--- src/rtl/imem_loader.sv ---
// Loads 32-bit instruction words into a byte-wide, big-endian instruction memory.
// Each accepted word becomes four consecutive byte writes, MSB first, at ascending addresses.
module imem_loader #(
  parameter int unsigned addresswidth = 32,
  parameter int unsigned width        = 8,
  parameter int unsigned depth        = 2**26,
  parameter int unsigned baseaddress  = 0
) (
  input  logic                    clk,
  input  logic                    reset_n,
  input  logic                    start,
  input  logic                    finish,
  input  logic [4*width-1:0]      wordIn,
  input  logic                    wordValid,
  output logic                    wordReady,
  output logic                    memWriteEnable,
  output logic [addresswidth-1:0] memAddress,
  output logic [width-1:0]        memDataIn,
  output logic [addresswidth-1:0] wordCount,
  output logic                    busy,
  output logic                    done,
  output logic                    error
);

  localparam int unsigned WORDW = 4 * width;
  localparam logic [addresswidth-1:0] BASE    = addresswidth'(baseaddress);
  localparam logic [addresswidth-1:0] LAST_OK = addresswidth'(depth - 4);

  typedef enum logic [1:0] {IDLE, ACCEPT, WRITE, DONE} state_t;

  state_t                  state_q, state_d;
  logic [1:0]              beat_q, beat_d;
  logic [WORDW-1:0]        shift_q, shift_d;
  logic [addresswidth-1:0] ptr_q, ptr_d;
  logic [addresswidth-1:0] count_q, count_d;
  logic                    pend_q, pend_d;
  logic                    done_q, done_d;
  logic                    err_q, err_d;
  logic                    we_q, we_d;
  logic [addresswidth-1:0] addr_q, addr_d;
  logic [width-1:0]        data_q, data_d;
  logic                    ready_q, ready_d;
  logic                    busy_q, busy_d;

  // State and registered outputs
  always_ff @(posedge clk or negedge reset_n) begin
    if (!reset_n) begin
      state_q <= IDLE;
      beat_q  <= '0;
      shift_q <= '0;
      ptr_q   <= BASE;
      count_q <= '0;
      pend_q  <= 1'b0;
      done_q  <= 1'b0;
      err_q   <= 1'b0;
      we_q    <= 1'b0;
      addr_q  <= BASE;
      data_q  <= '0;
      ready_q <= 1'b0;
      busy_q  <= 1'b0;
    end else begin
      state_q <= state_d;
      beat_q  <= beat_d;
      shift_q <= shift_d;
      ptr_q   <= ptr_d;
      count_q <= count_d;
      pend_q  <= pend_d;
      done_q  <= done_d;
      err_q   <= err_d;
      we_q    <= we_d;
      addr_q  <= addr_d;
      data_q  <= data_d;
      ready_q <= ready_d;
      busy_q  <= busy_d;
    end
  end

  // Next-state and next-output decode
  always_comb begin
    state_d = state_q;
    beat_d  = beat_q;
    shift_d = shift_q;
    ptr_d   = ptr_q;
    count_d = count_q;
    pend_d  = pend_q;
    done_d  = done_q;
    err_d   = err_q;
    we_d    = 1'b0;
    addr_d  = addr_q;
    data_d  = data_q;

    case (state_q)
      IDLE, DONE, ACCEPT: begin
        if (start) begin
          ptr_d   = BASE;
          count_d = '0;
          done_d  = 1'b0;
          err_d   = 1'b0;
          pend_d  = 1'b0;
          state_d = ACCEPT;
        end else if (state_q == ACCEPT) begin
          if (wordValid) begin
            // A word that would cross depth-1 is dropped whole, never partially written
            if (ptr_q > LAST_OK) begin
              err_d   = 1'b1;
              done_d  = 1'b1;
              state_d = DONE;
            end else begin
              we_d    = 1'b1;
              addr_d  = ptr_q;
              data_d  = wordIn[WORDW-1 -: width];
              shift_d = wordIn << width;
              beat_d  = 2'd1;
              pend_d  = finish;
              state_d = WRITE;
            end
          end else if (finish) begin
            done_d  = 1'b1;
            state_d = DONE;
          end
        end
      end
      WRITE: begin
        pend_d = pend_q | finish;
        if (beat_q != 2'd0) begin
          we_d    = 1'b1;
          addr_d  = ptr_q + addresswidth'(beat_q);
          data_d  = shift_q[WORDW-1 -: width];
          shift_d = shift_q << width;
          beat_d  = beat_q + 2'd1;
        end else begin
          ptr_d   = ptr_q + addresswidth'(4);
          count_d = count_q + addresswidth'(1);
          if (pend_q | finish) begin
            done_d  = 1'b1;
            pend_d  = 1'b0;
            state_d = DONE;
          end else begin
            state_d = ACCEPT;
          end
        end
      end
      default: state_d = IDLE;
    endcase

    ready_d = (state_d == ACCEPT);
    busy_d  = (state_d == ACCEPT) || (state_d == WRITE);
  end

  assign wordReady      = ready_q;
  assign memWriteEnable = we_q;
  assign memAddress     = addr_q;
  assign memDataIn      = data_q;
  assign wordCount      = count_q;
  assign busy           = busy_q;
  assign done           = done_q;
  assign error          = err_q;

endmodule
--- config.mk ---
export PLATFORM = sky130hd
export DESIGN_NAME = imem_loader
export DESIGN_NICKNAME = d
export VERILOG_FILES = /design/src/rtl/imem_loader.sv
export SDC_FILE = /design/constraint.sdc
export NUM_CORES = 1
export LEC_CHECK = 0
export BUFFER_PORTS_ARGS = -buffer_cell sky130_fd_sc_hd__buf_2
export CAP_MARGIN = 20
export CORE_MARGIN = 3
export CORE_UTILIZATION = 31
export DETAILED_ROUTE_END_ITERATION = 10
export GPL_TIMING_DRIVEN = 0
export PLACE_DENSITY = 0.48
export SLEW_MARGIN = 20
export SYNTH_ARGS = -nofsm -noshare
export SYNTH_HDL_FRONTEND = slang
export SYNTH_SLANG_ARGS = --single-unit
--- constraint.sdc ---
create_clock -name clk -period 3.3 [get_ports clk]
set_clock_uncertainty 0.15 [all_clocks]
set_input_delay 0.495 -clock clk [delete_from_list [all_inputs] [get_ports clk]]
set_output_delay 0.495 -clock clk [all_outputs]
set_load 0.01 [all_outputs]
==> summary.txt <==
Status
  • Status: finished clean

Clock network
  • CTS Root Cell: clkbuf_16
  • Clk Latency, worst-skew pair: between 0.4 and 0.5 ns
  • Clk sink count: 136
  • CTS resizes: 0
  • Num CTS Buffers: 17
  • CTS clk-pin slew, worst paths: 0.06 ns
  • Clock Path Buffers: 2
  • CTS tree: done
  • H-tree Lvls: 4
  • Postcts setup bufs: 0

Global routing
  • Grt ovf: 0
  • First-pass GRT wire length: 27.9 mm
  • Total GRT Usage: 15.7%
  • Largest net degree at the start of global routing: 98
  • Number of global-route vias before repair: 5222
  • Initial antenna violation count: 0

Synthesis
  • Post-synthesis cell count: 604
  • Synth Cell Area: around 6400 sq um
  • Post-synth EDFFs: 0
  • Number of distinct library cells after synthesis: 50
  • Syn_nets: roughly 650
  • Post-synthesis mux area share: between 10% and 20%
  • Asr flop ratio synth: 100%
  • Synth Warn #: 0
  • Seq/Total Area, Yosys: 53.1%
  • Compound-cell area share of the yosys netlist: 9.84%
  • FF+latch count, synth: approximately 140
  • Mean Syn Cell Area: 10.6 sq um
  • Combinational family with the most area after synthesis: simple AND/OR/NAND/NOR gates
  • Xor/xnor cell area share of the yosys netlist: 1.23%
  • Synthesized-area fraction occupied by adder cells: 1.17%
  • Simple-gate portion of the synthesized area: 17.0%
  • Top FF cell, synth: dfrtp_1

Setup path
  • Crit end category: flop
  • R2r setup slk: between 0.3 and 0.4 ns
  • Critical path required time: ~3.4 ns
  • Kind of critical path: flop to flop
  • R2R cell count: 9
  • Crit-path max FO: 10
  • WP buf/inv: 4
  • CP Data Arrival Time: 3.06 ns
  • Slowest stage delay, CP: between 0.5 and 0.6 ns
  • Slowest cell on crit path: a31oi_1
  • Worst Setup Start Kind: flop
  • Worst r2r dst: memAddress[21]$_DFFE_PN0P_
  • Cell family with most CP delay: buffers and inverters
  • Worst R2R Start: state_q[0]$_DFF_PN0_
  • Crit path cell chain: inv_1 -> ha_1 -> clkbuf_1 -> nor2_1 -> a31oi_1 -> or2_1 -> buf_2 -> buf_2 -> mux2_1
  • Most frequent CP cell: buf_2

Placement
  • HPWL Detailed: 12.3 mm
  • Placement Cell Area: 7350 sq um
  • Pre-CTS WS: ~0.34 ns
  • IO Port Bufs: 113
  • Routability cong.: 0.799

Worst hold path
  • Hold/Removal Path Class: primary input to flop
  • Worst hold stages: 3
  • Hold EP: shift_q[10]$_DFFE_PN0P_
  • Min-delay src: wordIn[2]

Timing
  • Fin. max-slew vios: 0
  • Slew HR: 38.8%
  • Worst Max-Slew Pin Slew: 0.911 ns
  • RSZ-0062 raised after global routing: no
  • Final worst slack: 0.383 ns
  • Final hold violations: 0
  • Final Cycle Share: 88.4%
  • Final setup vio count: 0
  • Fmax: between 0.3 and 0.4 GHz
  • Period minus WS final: 2.92 ns

Floorplan
  • Die W: about 150 um
  • Initial core utilization: 32.2%
  • I/O pin total: 114
  • Die footprint: 22400 sq um
  • CORE AREA: 19900 sq um
  • Die H: around 150 um
  • Row count: 51

Drt
  • DR iter-0 viols: 276
  • Pre-antenna DRT Iters: 4
  • Via/cell ratio: 5.05
  • Remaining DRCs: 0
  • Total length of routed wires: 17.0 mm
  • Wire length per cell: 16.8 um
  • Antenna viol nets, final: 0
  • DR vias: 5133

Layout
  • Final Net Count: 781
  • Sequential Area: 3400 sq um
  • Most common cell after layout, fill and taps aside: dfrtp_1
  • Final antenna diode count: 0
  • Layout cells sized above 1: 22.1%
  • Most frequent cells in the layout: dfrtp_1, buf_2, o21ai_0
  • # fillers: 2026
  • Final Cell Area: 8000 sq um
  • Multi-input logic area: 2850 sq um
  • Area Growth Syn to Fin: 24.8%

Pwr
  • P per Cell Area: ~620 nW/um^2
  • Static Leakage: 3.90 nW
  • Worst VDD drop: just under 0.4 mV

Job
  • Max-cap violations: 0
cell usage after synthesis (6+ instances only):
library cell,count,area (sq um)
a21oi_1,12,60.1
and3_1,6,37.5
clkbuf_1,23,86.3
dfrtp_1,136,3400
ha_1,6,75.1
inv_1,12,45.0
mux2_1,24,270
mux2i_1,64,641
nand2_1,61,229
nand2b_1,6,37.5
nand3_1,23,115
nand4_1,28,175
nor2_1,39,146
nor3_1,6,30.0
nor4_1,9,56.3
o21ai_0,65,325
o31ai_1,8,60.1
or4_1,7,52.6
xnor2_1,6,52.6
flip-flops by register name, summed over array words and instances (netlist names), 2 cells and up:
name,cells
memDataIn,8
beat_q,2
state_q,2
wordCount,32
memAddress,32
shift_q,24
ptr_q,30
layout make-up:
class / count / area share [%]
repair buffers: 115 / 7.66
clock inverters: 12 / 2.16
multi-input cells: 425 / 35.6
well taps: 265 / 4.14
inverters: 12 / 0.563
flip-flops and latches: 136 / 42.5
plain buffers: 31 / 1.55
clock buffers: 20 / 5.83
report_power, final:
part | internal (mW) | switching, mW | total, mW | leakage [nW]
sequential | 1.91 | 0.124 | 2.03 | 1.83
combinational | 0.321 | 0.540 | 0.861 | 1.76
clock | 1.32 | 0.725 | 2.05 | 0.312
total | 3.55 | 1.39 | 4.94 | 3.90
repair_timing:
item | 4_1_cts | 5_1_grt
setup endpoints to repair | 0 | 0
endpoints found under the hold margin | 39 | 0
hold buffers | 1 | 0
how the worst max path moves through the flow:
stage	start	to	slack [ns]	cells after the start
after floorplan	state_q[0]$_DFF_PN0_	memAddress[10]$_DFFE_PN0P_	0.96	9
after global placement	reset_n	memAddress[1]$_DFFE_PN0P_	-0.37	1
after detailed placement	state_q[0]$_DFF_PN0_	memAddress[15]$_DFFE_PN0P_	0.34	9
after CTS	state_q[0]$_DFF_PN0_	memAddress[15]$_DFFE_PN0P_	0.33	9
after global routing	state_q[0]$_DFF_PN0_	memAddress[24]$_DFFE_PN0P_	0.17	9
final	state_q[0]$_DFF_PN0_	memAddress[21]$_DFFE_PN0P_	0.38	9
kinds of logic after synthesis:
kind of cell	after synthesis
flops	136
simple gates	209
fa+ha+maj	6
compound gates	108
xor+xnor	9
buf+inv	43
mux	93
metal layers:
metal | vias to the layer above | share of wire [%] | wire length [um] | GRT usage [%]
li1 | 2469 | - | - | -
met1 | 2518 | 46 | 7920 | 21.2
met2 | 129 | 47 | 8060 | 24.9
met3 | 17 | 4.9 | 840 | 3.91
met4 | 0 | 1.2 | 212 | 4.89
met5 | - | 0 | 0 | 0
stage by stage:
stage	instances	hold slack, ns	setup TNS (ns)	power, mW	util (%)
floorplan	604	0.0494	0	2.58	-
global placement	982	0.318	-48.16	2.91	36.7
detailed placement	983	0.253	0	2.94	36.9
CTS	1016	0.159	0	5.01	40.2
global route	1016	0.171	0	5.22	40.2
finish	1016	0.175	0	4.94	40.2
worst min-delay path: cells and delay by family:
kind	cells	cell delay, ns
mux	1	0.06
buf+inv	1	0.08
simple gates	1	0.08
Note: power is estimated with default switching activity, not from simulation.
